`src/rtl/mcs4_timing_pkg.sv`:
```
// Purpose: shared types, sizing helper and strobe ordering for the 4004 timing generator.
// Latency: n/a (declarations only).
// Backpressure: n/a.
package mcs4_timing_pkg;

    // Eight instruction subcycles plus the stalled state. The numeric value of
    // A1..X3 doubles as the bit index of that subcycle's window strobe.
    typedef enum logic [3:0] {
        SC_A1   = 4'd0,
        SC_A2   = 4'd1,
        SC_A3   = 4'd2,
        SC_M1   = 4'd3,
        SC_M2   = 4'd4,
        SC_X1   = 4'd5,
        SC_X2   = 4'd6,
        SC_X3   = 4'd7,
        SC_IDLE = 4'd8
    } subcycle_e;

    // Strobe vector order: bit 0 = a12 ... bit 7 = x32.
    localparam int NUM_STB = 8;
    localparam int STB_A12 = 0;
    localparam int STB_A22 = 1;
    localparam int STB_A32 = 2;
    localparam int STB_M12 = 3;
    localparam int STB_M22 = 4;
    localparam int STB_X12 = 5;
    localparam int STB_X22 = 6;
    localparam int STB_X32 = 7;

    // Bits needed to hold the values 0..n-1.
    function automatic int cnt_width(input int n);
        return (n <= 2) ? 1 : $clog2(n);
    endfunction

    // One-hot window strobe for a subcycle; all zero while stalled.
    function automatic logic [NUM_STB-1:0] strobe_decode(input subcycle_e s);
        logic [3:0] idx;
        logic [NUM_STB-1:0] v;
        idx = s;
        v   = '0;
        if (s != SC_IDLE) begin
            v[idx[2:0]] = 1'b1;
        end
        return v;
    endfunction

endpackage

```
`src/rtl/timing_generator_if.sv`:
```
// Purpose: bundles the timing generator's stall handshake, phase clocks and window strobes.
// Latency: n/a (wiring only).
// Backpressure: stall_req asks the generator to park at the next instruction boundary; stall_ack confirms.
interface timing_generator_if;
    logic stall_req;
    logic stall_ack;
    logic clk1;
    logic clk2;
    logic a12, a22, a32, m12, m22, x12, x22, x32;
    logic sync;
    logic poc;

    modport master (
        input  stall_req,
        output stall_ack, clk1, clk2,
        output a12, a22, a32, m12, m22, x12, x22, x32,
        output sync, poc
    );

    modport slave (
        output stall_req,
        input  stall_ack, clk1, clk2,
        input  a12, a22, a32, m12, m22, x12, x22, x32,
        input  sync, poc
    );
endinterface

```
`src/rtl/phase_clock_gen.sv`:
```
// Purpose: divides sysclk into the non-overlapping clk1/clk2 pair and flags each clk2 rising edge.
// Latency: clk1 rises on the first edge after reset release; clk2 rises T_CLK1+T_D12 edges later.
// Backpressure: none, free-running.
// Ports: sysclk, poc_n (sync active-low reset) in; clk1_o, clk2_o registered clocks, adv_o high
// during the sysclk cycle whose closing edge raises clk2.
module phase_clock_gen
    import mcs4_timing_pkg::*;
#(
    parameter int T_CLK1 = 19,
    parameter int T_D12  = 15,
    parameter int T_CLK2 = 19,
    parameter int T_D21  = 15
) (
    input  logic sysclk,
    input  logic poc_n,
    output logic clk1_o,
    output logic clk2_o,
    output logic adv_o
);
    localparam int P  = T_CLK1 + T_D12 + T_CLK2 + T_D21;
    localparam int PW = cnt_width(P);

    localparam logic [PW-1:0] P_LAST  = PW'(P - 1);
    localparam logic [PW-1:0] C1_END  = PW'(T_CLK1);
    localparam logic [PW-1:0] C2_RISE = PW'(T_CLK1 + T_D12);
    localparam logic [PW-1:0] C2_END  = PW'(T_CLK1 + T_D12 + T_CLK2);

    // p_q is the phase the next edge presents on clk1/clk2, so each clock
    // register is a plain decode of p_q and never glitches.
    logic [PW-1:0] p_q, p_d;
    logic          clk1_q, clk2_q;

    assign p_d = (p_q == P_LAST) ? '0 : p_q + 1'b1;

    always_ff @(posedge sysclk) begin
        if (!poc_n) begin
            p_q    <= '0;
            clk1_q <= 1'b0;
            clk2_q <= 1'b0;
        end else begin
            p_q    <= p_d;
            clk1_q <= (p_q < C1_END);
            clk2_q <= (p_q >= C2_RISE) && (p_q < C2_END);
        end
    end

    assign clk1_o = clk1_q;
    assign clk2_o = clk2_q;
    assign adv_o  = (p_q == C2_RISE);

endmodule

```
`src/rtl/timing_generator.sv`:
```
// Purpose: 4004 master timing: subcycle sequencer, window strobes, SYNC, stretched POC, stall handshake.
// Latency: strobes/stall_ack/poc change on the same sysclk edge that raises clk2.
// Backpressure: stall_req seen at the X3 boundary parks the sequence in IDLE until it drops.
// Ports: sysclk, poc_n (sync active-low reset) plain; tg (master modport) carries stall_req in and
// stall_ack, clk1, clk2, a12..x32, sync, poc out.
module timing_generator
    import mcs4_timing_pkg::*;
#(
    parameter int T_CLK1     = 19,
    parameter int T_D12      = 15,
    parameter int T_CLK2     = 19,
    parameter int T_D21      = 15,
    parameter int POC_CYCLES = 2
) (
    input  logic               sysclk,
    input  logic               poc_n,
    timing_generator_if.master tg
);
    // The counter also sees the X3->A1 step out of reset, which starts rather
    // than completes a cycle, hence POC_CYCLES+1 boundaries before poc clears.
    localparam int            CW       = cnt_width(POC_CYCLES + 1);
    localparam logic [CW-1:0] POC_LAST = CW'(POC_CYCLES);

    logic                adv;
    subcycle_e           state_q, state_d;
    logic [NUM_STB-1:0]  stb_q;
    logic                ack_q;
    logic                poc_q, poc_d;
    logic [CW-1:0]       cnt_q, cnt_d;

    phase_clock_gen #(
        .T_CLK1 (T_CLK1),
        .T_D12  (T_D12),
        .T_CLK2 (T_CLK2),
        .T_D21  (T_D21)
    ) u_phase (
        .sysclk (sysclk),
        .poc_n  (poc_n),
        .clk1_o (tg.clk1),
        .clk2_o (tg.clk2),
        .adv_o  (adv)
    );

    always_comb begin
        state_d = state_q;
        cnt_d   = cnt_q;
        poc_d   = poc_q;
        if (adv) begin
            case (state_q)
                SC_A1: state_d = SC_A2;
                SC_A2: state_d = SC_A3;
                SC_A3: state_d = SC_M1;
                SC_M1: state_d = SC_M2;
                SC_M2: state_d = SC_X1;
                SC_X1: state_d = SC_X2;
                SC_X2: state_d = SC_X3;
                SC_X3: begin
                    if (tg.stall_req) begin
                        state_d = SC_IDLE;
                    end else begin
                        state_d = SC_A1;
                        // Saturates once poc has cleared.
                        if (cnt_q == POC_LAST) begin
                            poc_d = 1'b0;
                        end else begin
                            cnt_d = cnt_q + 1'b1;
                        end
                    end
                end
                SC_IDLE: state_d = tg.stall_req ? SC_IDLE : SC_A1;
                default: state_d = SC_X3;
            endcase
        end
    end

    // Outputs are registered from the next state so they switch with clk2.
    always_ff @(posedge sysclk) begin
        if (!poc_n) begin
            state_q <= SC_X3;
            stb_q   <= strobe_decode(SC_X3);
            ack_q   <= 1'b0;
            poc_q   <= 1'b1;
            cnt_q   <= '0;
        end else begin
            state_q <= state_d;
            stb_q   <= strobe_decode(state_d);
            ack_q   <= (state_d == SC_IDLE);
            poc_q   <= poc_d;
            cnt_q   <= cnt_d;
        end
    end

    assign tg.a12       = stb_q[STB_A12];
    assign tg.a22       = stb_q[STB_A22];
    assign tg.a32       = stb_q[STB_A32];
    assign tg.m12       = stb_q[STB_M12];
    assign tg.m22       = stb_q[STB_M22];
    assign tg.x12       = stb_q[STB_X12];
    assign tg.x22       = stb_q[STB_X22];
    assign tg.x32       = stb_q[STB_X32];
    assign tg.sync      = stb_q[STB_X32];
    assign tg.stall_ack = ack_q;
    assign tg.poc       = poc_q;

endmodule

```
`src/flat_wrapper.sv`:
```
// flat-port wrapper written by rule: the top's interface ports become plain ports
module timing_generator_flat import mcs4_timing_pkg::*;
#(
    parameter int T_CLK1     = 19,
    parameter int T_D12      = 15,
    parameter int T_CLK2     = 19,
    parameter int T_D21      = 15,
    parameter int POC_CYCLES = 2
)
  (sysclk, poc_n, tg_stall_req, tg_stall_ack, tg_clk1, tg_clk2, tg_a12, tg_a22, tg_a32, tg_m12, tg_m22, tg_x12, tg_x22, tg_x32, tg_sync, tg_poc);
  timing_generator_if tg_i ();
  input  logic sysclk;
  input  logic poc_n;
  input wire logic [$bits(tg_i.stall_req)-1:0] tg_stall_req;
  output wire logic [$bits(tg_i.stall_ack)-1:0] tg_stall_ack;
  output wire logic [$bits(tg_i.clk1)-1:0] tg_clk1;
  output wire logic [$bits(tg_i.clk2)-1:0] tg_clk2;
  output wire logic [$bits(tg_i.a12)-1:0] tg_a12;
  output wire logic [$bits(tg_i.a22)-1:0] tg_a22;
  output wire logic [$bits(tg_i.a32)-1:0] tg_a32;
  output wire logic [$bits(tg_i.m12)-1:0] tg_m12;
  output wire logic [$bits(tg_i.m22)-1:0] tg_m22;
  output wire logic [$bits(tg_i.x12)-1:0] tg_x12;
  output wire logic [$bits(tg_i.x22)-1:0] tg_x22;
  output wire logic [$bits(tg_i.x32)-1:0] tg_x32;
  output wire logic [$bits(tg_i.sync)-1:0] tg_sync;
  output wire logic [$bits(tg_i.poc)-1:0] tg_poc;
  assign tg_i.stall_req = tg_stall_req;
  assign tg_stall_ack = tg_i.stall_ack;
  assign tg_clk1 = tg_i.clk1;
  assign tg_clk2 = tg_i.clk2;
  assign tg_a12 = tg_i.a12;
  assign tg_a22 = tg_i.a22;
  assign tg_a32 = tg_i.a32;
  assign tg_m12 = tg_i.m12;
  assign tg_m22 = tg_i.m22;
  assign tg_x12 = tg_i.x12;
  assign tg_x22 = tg_i.x22;
  assign tg_x32 = tg_i.x32;
  assign tg_sync = tg_i.sync;
  assign tg_poc = tg_i.poc;
  timing_generator #(.T_CLK1(T_CLK1), .T_D12(T_D12), .T_CLK2(T_CLK2), .T_D21(T_D21), .POC_CYCLES(POC_CYCLES)) u_core (.sysclk(sysclk), .poc_n(poc_n), .tg(tg_i));
endmodule
```
`config.mk`:
```
export PLATFORM = sky130hd
export DESIGN_NAME = timing_generator_flat
export DESIGN_NICKNAME = d
export VERILOG_FILES = /design/src/rtl/mcs4_timing_pkg.sv /design/src/rtl/timing_generator_if.sv /design/src/rtl/phase_clock_gen.sv /design/src/rtl/timing_generator.sv /design/src/flat_wrapper.sv
export SDC_FILE = /design/constraint.sdc
export NUM_CORES = 1
export LEC_CHECK = 0
export CAP_MARGIN = 40
export CORE_ASPECT_RATIO = 0.9
export CORE_MARGIN = 2
export CORE_UTILIZATION = 45
export CTS_CLUSTER_DIAMETER = 100
export DETAILED_ROUTE_END_ITERATION = 8
export GPL_TIMING_DRIVEN = 0
export PLACE_DENSITY = 0.77
export SYNTH_ARGS = -nofsm -noshare
export SYNTH_HDL_FRONTEND = slang
export SYNTH_SLANG_ARGS = --single-unit
```
`constraint.sdc`:
```
create_clock -name sysclk -period 4.9 [get_ports sysclk]
set_input_delay 0.49 -clock sysclk [delete_from_list [all_inputs] [get_ports sysclk]]
set_output_delay 0.49 -clock sysclk [all_outputs]
set_load 0.05 [all_outputs]
```
# ---- Yosys cells after proc, flatten, opt, wreduce, memory -nomap -nowiden
# Cells that the tools add are included.
dict set report totals {
  reg_bits 25
}
dict set report op_classes {
  addsub 2
  magnitude_cmp 5
  eq_ne 12
  n_mux 6
  n_bitwise 3
  n_reduce_logical 8
}
# cell n
set ops {}
lappend ops {{one-hot mux 4 bit (7 select lines)} 1}
lappend ops {{equality test 4 x 3 -> 1 bit, second input constant} 3}
lappend ops {{equality test 4 x 2 -> 1 bit, second input constant} 2}
lappend ops {{equality test 4 bit, second input constant} 2}
lappend ops {{two-way mux 4 bit} 2}
lappend ops {{two-way mux 8 bit} 1}
lappend ops {{AND reduction 4 bit} 2}
lappend ops {{adder 7 x 1 -> 7 bit, second input constant} 1}
lappend ops {{equality test 7 x 6 -> 1 bit, second input constant} 1}
lappend ops {{equality test 7 bit, second input constant} 1}
lappend ops {{greater-or-equal comparator 7 x 6 -> 1 bit, second input constant} 1}
lappend ops {{less-than comparator 7 x 5 -> 1 bit, second input constant} 1}
lappend ops {{less-than comparator 7 x 6 -> 1 bit, second input constant} 1}
lappend ops {{equality test 4 x 1 -> 1 bit, second input constant} 1}
lappend ops {{logical NOT 4 bit} 1}
lappend ops {{less-than comparator 3 x 4 -> 1 bit, second input constant} 1}
lappend ops {{!= test 4 bit, second input constant} 1}
lappend ops {{OR reduction 2 bit} 2}
lappend ops {{demux 1 bit (select 3 bit)} 1}
lappend ops {{greater-or-equal comparator 3 x 1 -> 1 bit, second input constant} 1}
lappend ops {{inverter 1 bit} 3}
lappend ops {{adder 2 x 1 -> 2 bit, second input constant} 1}
lappend ops {{equality test 2 bit, second input constant} 1}
lappend ops {{logical AND 1 bit} 2}
lappend ops {{other kinds (2)} 2}

# ---- Depth between registers and ports, before layout
# Gate-level depths: netlist of run 1.
dict set report depth {
  word_depth 9
  ltp_mapped 7
}

# ---- Modules after synthesis
# A second synthesis of run 1 with hierarchy kept.
dict set report hier_totals {
  cells_unflattened 128
  area_unflattened_um2 1184.9
}
# mod instances cells_per_inst area_per_inst_um2
set modules_own_cells {}
lappend modules_own_cells {timing_generator 1 84 770.7}
lappend modules_own_cells {phase_clock_gen 1 44 414.1}

# ---- Worst setup path before layout of run 1
# OpenSTA, ideal clock, no wires.
dict set report synth_timing {
  path_type {reg2reg}
  startpoint {register u_core.u_phase.p_q[2]}
  endpoint {register u_core.stb_q[6]}
  arrival_ns 1.743
  path_slack_ns 3.069
  stages_incl_launch_ff 7
  path_buffers 2
  path_cell_list {dfxtp_1 -> buf_6 -> or3_1 -> buf_6 -> or3_1 -> a32o_1 -> nor4b_2}
}
dict set report synth_between {
  elab_chain_cells 6
  word_cells_on_any_way 9
}
# item line
set synth_rtl {}
lappend synth_rtl {{start, declared} phase_clock_gen.sv:30} ;# logic [PW-1:0] p_q, p_d;
lappend synth_rtl {{start signal, assigned} phase_clock_gen.sv:41} ;# p_q <= p_d;
lappend synth_rtl {{equality test 7 x 6 -> 1 bit *} phase_clock_gen.sv:49} ;# assign adv_o = (p_q == C2_RISE);
lappend synth_rtl {{two-way mux 4 bit *} timing_generator.sv:48} ;# if (adv) begin
lappend synth_rtl {{less-than comparator 3 x 4 -> 1 bit (implied by the code) or greater-or-equal comparator 3 x 1 -> 1 bit (tied branches)} mcs4_timing_pkg.sv:43} ;# v[idx[2:0]] = 1'b1;
lappend synth_rtl {{logical AND 1 bit (implied by the code)} mcs4_timing_pkg.sv:43}
lappend synth_rtl {{two-way mux 1 bit (implied by the code)} mcs4_timing_pkg.sv:43}
lappend synth_rtl {{demux 1 bit (select 3 bit)} -}
lappend synth_rtl {{end signal, assigned} timing_generator.sv:80} ;# stb_q <= strobe_decode(SC_X3);
lappend synth_rtl {{end signal, assigned} timing_generator.sv:86} ;# stb_q <= strobe_decode(state_d);
lappend synth_rtl {{end, declared} timing_generator.sv:26} ;# logic [NUM_STB-1:0] stb_q;
# Every way passes the cells marked *; elsewhere a longest branch is shown, timed or not.
# A chain may end at the register's enable or synchronous reset.

# ---- Final worst setup path of run 1
dict set report layout_timing {
  startpoint {register u_core.stb_q[7]}
  endpoint {output tg_x32}
}
# item line
set layout_rtl {}
lappend layout_rtl {{end, declared} flat_wrapper.sv:25} ;# output wire logic [$bits(tg_i.x32)-1:0] tg_x32;
# No word-level cell between the ends.

==> metrics.txt, run 1 <==
final period utilization 41.8%; pwr dens 230 mW/mm^2; Clock Power Share 28.7%; die area about 0.0031 mm^2; cts repair resizes 0; P_int ~0.25 mW; nets roughly 160; switching share of power 23.8%; sequential share of power around 65%; Synth Net Count roughly 140; Post-synth ARST share 0%; post-route setup slack roughly 2.9 ns; Leakage Power between 0.5 and 0.6 nW; DP HPWL 1710 um; Worst Tran Pin Value between 0.7 and 0.8 ns; Synth Area per Inst 8.89 um^2; ANT cells 0; hold buffer count at CTS 0; drt wl/cell ~13 um; ratio of cells with drive above 1 in the final layout under 10%; drt pass-1 iters 5; ANT nets after route 0; GP Congestion 0.856; CTS Buffer Depth 2; post-layout util between 50% and 60%; commonest non-fill, non-tap cell in the layout dfxtp_1; status finished clean; total of max-cap violations 0; most frequent cells in the layout dfxtp_1 (25), nor2_1 (16), clkdlybuf4s50_1 (15); Setup Viol. Count Final 0; setup TNS 0 ns; Final Hold Fails 0; Setup crit end kind primary output; clock sinks 25; DR vias/cell about 5.7; core area roughly 0.0025 mm^2; vias in the first global route around 950; clock slew at reported path FFs approximately 0.13 ns; Slew Limit Fails 0; gr usage total between 15 and 20%; largest area contributor in the netlist dfxtp_1; Synth cell types between 40 and 50; grt ovf 0; Area Overhead vs Synth 18.2%; Reg2Reg Depth 5; largest net degree at the start of global routing 16; post-CTS setup buffer count 0; worst skew pair latency ~0.32 ns; dominant synthesized flop cell dfxtp_1; DP Worst Slack between 2 and 3 ns; Gate power share under 10%; crit path time final just over 2 ns; fin cells between 150 and 200; Yosys top cell area share 42.3%; synthesized instance count between 100 and 150; Post-Syn Area between 0.001 and 0.0015 mm^2; Worst setup SP type register; Max VDD drop ~0.22 mV; Yosys warning count 0; die height ~53 um; Routed WL 2330 um; row cnt 17; synthesized flop and latch total 25; Crit Path Class register to primary output; data arrival time of the worst path around 1.6 ns; Die X just under 60 um; hold_ws slightly below 0.5 ns; Hold Path Stages 1; clk_skew around 0.0077 ns; first-pass GRT wire length a little over 4000 um; unrepaired setup endpoints after global routing no; IO Count 16; CTS buffer count 3; Initial DRC Count 29; remaining routing DRC violations 0; placed cells roughly 180; Hold WC Path Type register to register; CTS root buf clkbuf_4; crit-path max FO 2; Via Count between 1000 and 1500; slew margin rel. 52.6%; IO buf count 15; fmax slightly below 500 MHz; Req. time, crit path about 4.4 ns; starting density of the core between 40% and 50%; Seq/Total Area, Yosys a little over two fifths; synth top area cells dfxtp_1 (42%), nor2_1 (5.1%), o21ai_0 (4.2%), ha_1 (3.2%), a21oi_1 (3.0%); NetSw 0.0767 mW; CTS tree yes; initial antenna violation count 0; number of enable flip-flop cells after synthesis 0; H-tree depth 1
==> flip-flops by register name, summed over array words and instances (netlist names) <==
name and flops:
u_core.u_phase.clk2_o 1, u_core.u_phase.clk1_o 1, u_core.state_q 4, u_core.stb_q 8
u_core.tg.poc 1, u_core.cnt_q 2, u_core.tg.stall_ack 1, u_core.u_phase.p_q 7
==> area by class of cell <==
class | count | area [um^2]
sequential | 25 | 500
inverter | 3 | 11.3
tap | 28 | 35.0
clock buffer | 3 | 22.5
timing repair buffer | 15 | 150
clock inverter | 1 | 7.51
buffer | 9 | 52.6
fill | 248 | 1070
multi-input combinational | 96 | 618
==> final timing paths <==
kind,from,endpoint,slack [ns]
hold reg to reg,u_core.tg.poc,u_core.tg.poc,0.50
hold / removal,u_core.tg.poc,u_core.tg.poc,0.50
setup / recovery,u_core.stb_q[7],tg_x32,2.85
setup reg to reg,u_core.u_phase.p_q[1],u_core.stb_q[6],2.96
==> power by group through the flow <==
stage	Sequential, mW	Clock [mW]	Combinational (mW)
2_1_floorplan	0.214	0	0.0133
3_3_place_gp	0.213	0	0.0206
3_5_place_dp	0.213	0	0.0215
4_1_cts	0.208	0.0977	0.0215
5_1_grt	0.209	0.106	0.0245
6_report	0.208	0.0925	0.0212
==> worst max-delay path: stages, from the launching register on <==
cell and delay (ns):
dfxtp_1 0.35, buf_4 0.10, clkdlybuf4s50_1 0.78
==> through the flow <==
step / power [mW] / area (um^2)
3_3_place_gp: 0.233 / 1370
5_1_grt: 0.340 / 1400
2_1_floorplan: 0.227 / 1180
3_5_place_dp: 0.234 / 1370
6_report: 0.322 / 1400
4_1_cts: 0.328 / 1400
==> cells in the mapped netlist, types with 3 or more instances <==
| cell | instances |
|---|---|
| nor3_1 | 6 |
| inv_1 | 3 |
| nand2_1 | 5 |
| a21oi_1 | 7 |
| or3_1 | 3 |
| nor3b_1 | 3 |
| clkbuf_1 | 6 |
| dfxtp_1 | 25 |
| nor2_1 | 16 |
| nand3b_1 | 3 |
| o21ai_0 | 10 |
| ha_1 | 3 |
| nand3_1 | 5 |
| o21a_1 | 3 |
==> cells by family (layout without fill, tap and decap cells) <==
kind of cell,count (synthesis),in the layout,share of synthesized area [%]
flops,25,25,42.3
xor+xnor,4,4,2.96
buf+inv,12,31,5.40
fa+ha+maj,3,3,3.17
compound gates,35,35,19.4
simple gates,53,53,25.9
mux,1,1,0.847
==> layer usage <==
metal  share of wire (%)  track usage (%)  up-vias
met5                   0                0        -
li1                    -                -      518
met1                  47             21.5      478
met4                 1.6             6.98        0
met3                 5.1             5.19        5
met2                  47             30.5       25
Note: power is estimated with default switching activity, not from simulation.
==> inputs of run 2 (changes only) <==
--- a/config.mk
+++ b/config.mk
@@ -12,7 +12,7 @@
 export CTS_CLUSTER_DIAMETER = 100
 export DETAILED_ROUTE_END_ITERATION = 8
 export GPL_TIMING_DRIVEN = 0
-export PLACE_DENSITY = 0.77
+export PLACE_DENSITY = 0.8
 export SYNTH_ARGS = -nofsm -noshare
 export SYNTH_HDL_FRONTEND = slang
 export SYNTH_SLANG_ARGS = --single-unit
==> constraint.sdc (replaced) <==
create_clock -name sysclk -period 1.7 [get_ports sysclk]
set_input_delay 0.17 -clock sysclk [delete_from_list [all_inputs] [get_ports sysclk]]
set_output_delay 0.17 -clock sysclk [all_outputs]
set_load 0.05 [all_outputs]
==> run 2 against run 1 <==
The run now ends with negative setup slack left. Sequential power grew to 2.9 times the previous value. Final area grew 12%. Die area is the same. Hold slack lost 0.013 ns. Worst setup slack lost 2.9 ns. Sequential share of layout area shrank 2.7 points. Routed wire length grew 9.0%. Register-to-register slack lost 3.0 ns. Total power grew to 2.9 times the previous value. Flip-flop and latch count is the same. Critical endpoint is now u_core.tg.stall_ack.
==> metrics.txt, run 2 (synthesis results as in run 1) <==
ratio of cells with drive above 1 in the final layout between 20% and 30%; CTS buffer count 3; pwr dens a little over 600 mW/mm^2; Largest register FFs 8; Critical Path Max Stage Delay about 0.37 ns; DP Worst Slack -0.230 ns; final period utilization 103%; H-tree depth 1; Max VDD drop about 0.66 mV; commonest non-fill, non-tap cell in the layout dfxtp_1; Area Overhead vs Synth 31.9%; CTS tree yes; status finished, violations left; Setup crit end kind register; Routed WL 2540 um; register name with the most flops u_core.stb_q; Setup Viol. Count Final 4; core area approximately 0.0025 mm^2; FILL cells ~200; post-layout util a little over three fifths; multi-input combinational cell area roughly 660 um^2; ANT cells 0; GP Congestion a little under 0.9; initial antenna violation count 0; CTS root buf clkbuf_4; CTS Buffer Depth 2; IO Count 16; setup TNS -0.109 ns; remaining routing DRC violations 0; crit-path cells inv_4 -> ha_4 -> nand3b_1 -> buf_6 -> nor4_4 -> buf_4 -> a32o_2 -> and2_4; DP HPWL between 1500 and 2000 um; Slew Limit Fails 0; hold buffer count at CTS 0; clk_skew between 0.01 and 0.015 ns; data arrival time of the worst path approximately 2.0 ns; first-pass GRT wire length 4070 um; Worst Tran Pin Value just over 0.5 ns; IO buf count 15; DR vias/cell ~5.5; failing checks negative setup slack; Worst setup SP type register; Initial DRC Count 22; hold_ws just under 0.5 ns; post-route setup slack -0.0471 ns; Crit-path slowest cell dfxtp_4; gr usage total 17.5%; starting density of the core 47.9%; clock sinks 25; total of max-cap violations 0; Largest regs u_core.stb_q: 8 flops, u_core.u_phase.p_q: 7 flops, u_core.state_q: 4 flops; slew margin rel. between 60% and 70%; crit-path max FO 5; die height ~53 um; clock slew at reported path FFs 0.12 ns; row cnt 17; unrepaired setup endpoints after global routing yes; Crit path buffers/inverters 3; total power 0.949 mW; fmax 572 MHz; nets ~170; Leakage Power between 0.5 and 0.6 nW; Crit Path Class register to register; largest net degree at the start of global routing 14; grt ovf 0; crit path time final 1.75 ns; Crit path max-delay family simple AND/OR/NAND/NOR gates; Die X approximately 58 um; worst skew pair latency ~0.32 ns; Final Hold Fails 0; most frequent cells in the layout dfxtp_1 (20), nor2_1 (16), buf_4 (15); vias in the first global route 937; drt pass-1 iters 4; Via Count roughly 1100; Req. time, crit path about 2 ns; register area roughly 520 um^2; Hold WC Path Type register to register; ANT nets after route 0; drt wl/cell about 13 um; die area 0.00305 mm^2
run 2: cell types whose count changed in the layout (fill, tap and decap cells not counted), sizes merged:
cell | before | now
buf | 3 | 17
clkbuf | 9 | 10
clkdlybuf4s50 | 15 | 12
clkinvlp | 1 | 0
dlygate4sd2 | 0 | 1
dlymetal6s2s | 0 | 2
run 2: final timing paths:
check,cells past startpoint,startpoint,slack (ns),to
worst max-delay path,8,u_core.u_phase.p_q[0],-0.05,u_core.tg.stall_ack
worst min-delay path,1,u_core.tg.poc,0.48,u_core.tg.poc
worst max register to register,8,u_core.u_phase.p_q[0],-0.05,u_core.tg.stall_ack
worst min register to register,1,u_core.tg.poc,0.48,u_core.tg.poc
run 2: power by group:
group,switching [mW],leakage (nW),internal (mW)
sequential,0.00727,0.206,0.591
combinational,0.0476,0.377,0.0433
clock,0.168,0.0150,0.0918
run 2: cell type report:
type	count	area share [%]
multi-input cells	96	42.1
flip-flops and latches	25	33.1
repair buffers	31	18.1
well taps	28	2.25
plain buffers	7	1.93
clock buffers	4	1.69
inverters	3	0.883
run 2: repair_timing:
action,CTS,global route
endpoints found under the hold margin,0,0
resized for setup,10,14
pin swaps,8,5
setup endpoints to repair,17,21
buffers inserted,9,7
run 2: worst reg2reg max path, cell delays in order, from the launching register on:
cell      delay (ns)
dfxtp_4         0.37
inv_4           0.05
ha_4            0.12
nand3b_1        0.18
buf_6           0.18
nor4_4          0.30
buf_4           0.19
a32o_2          0.17
and2_4          0.14
run 2: layer usage:
metal	global-route usage [%]	vias to the layer above	wire (um)	share of wire, %
met5	0	-	0	0
met4	5.81	0	31	1.2
met3	5.19	4	114	4.5
met2	29.0	25	1200	47
met1	21.8	498	1200	47
li1	-	548	-	-
run 2: per-stage QoR:
step	cells	cell area, um^2
6_report	194	1560
5_1_grt	194	1560
4_1_cts	188	1470
3_5_place_dp	176	1370
3_3_place_gp	176	1370
2_1_floorplan	133	1180
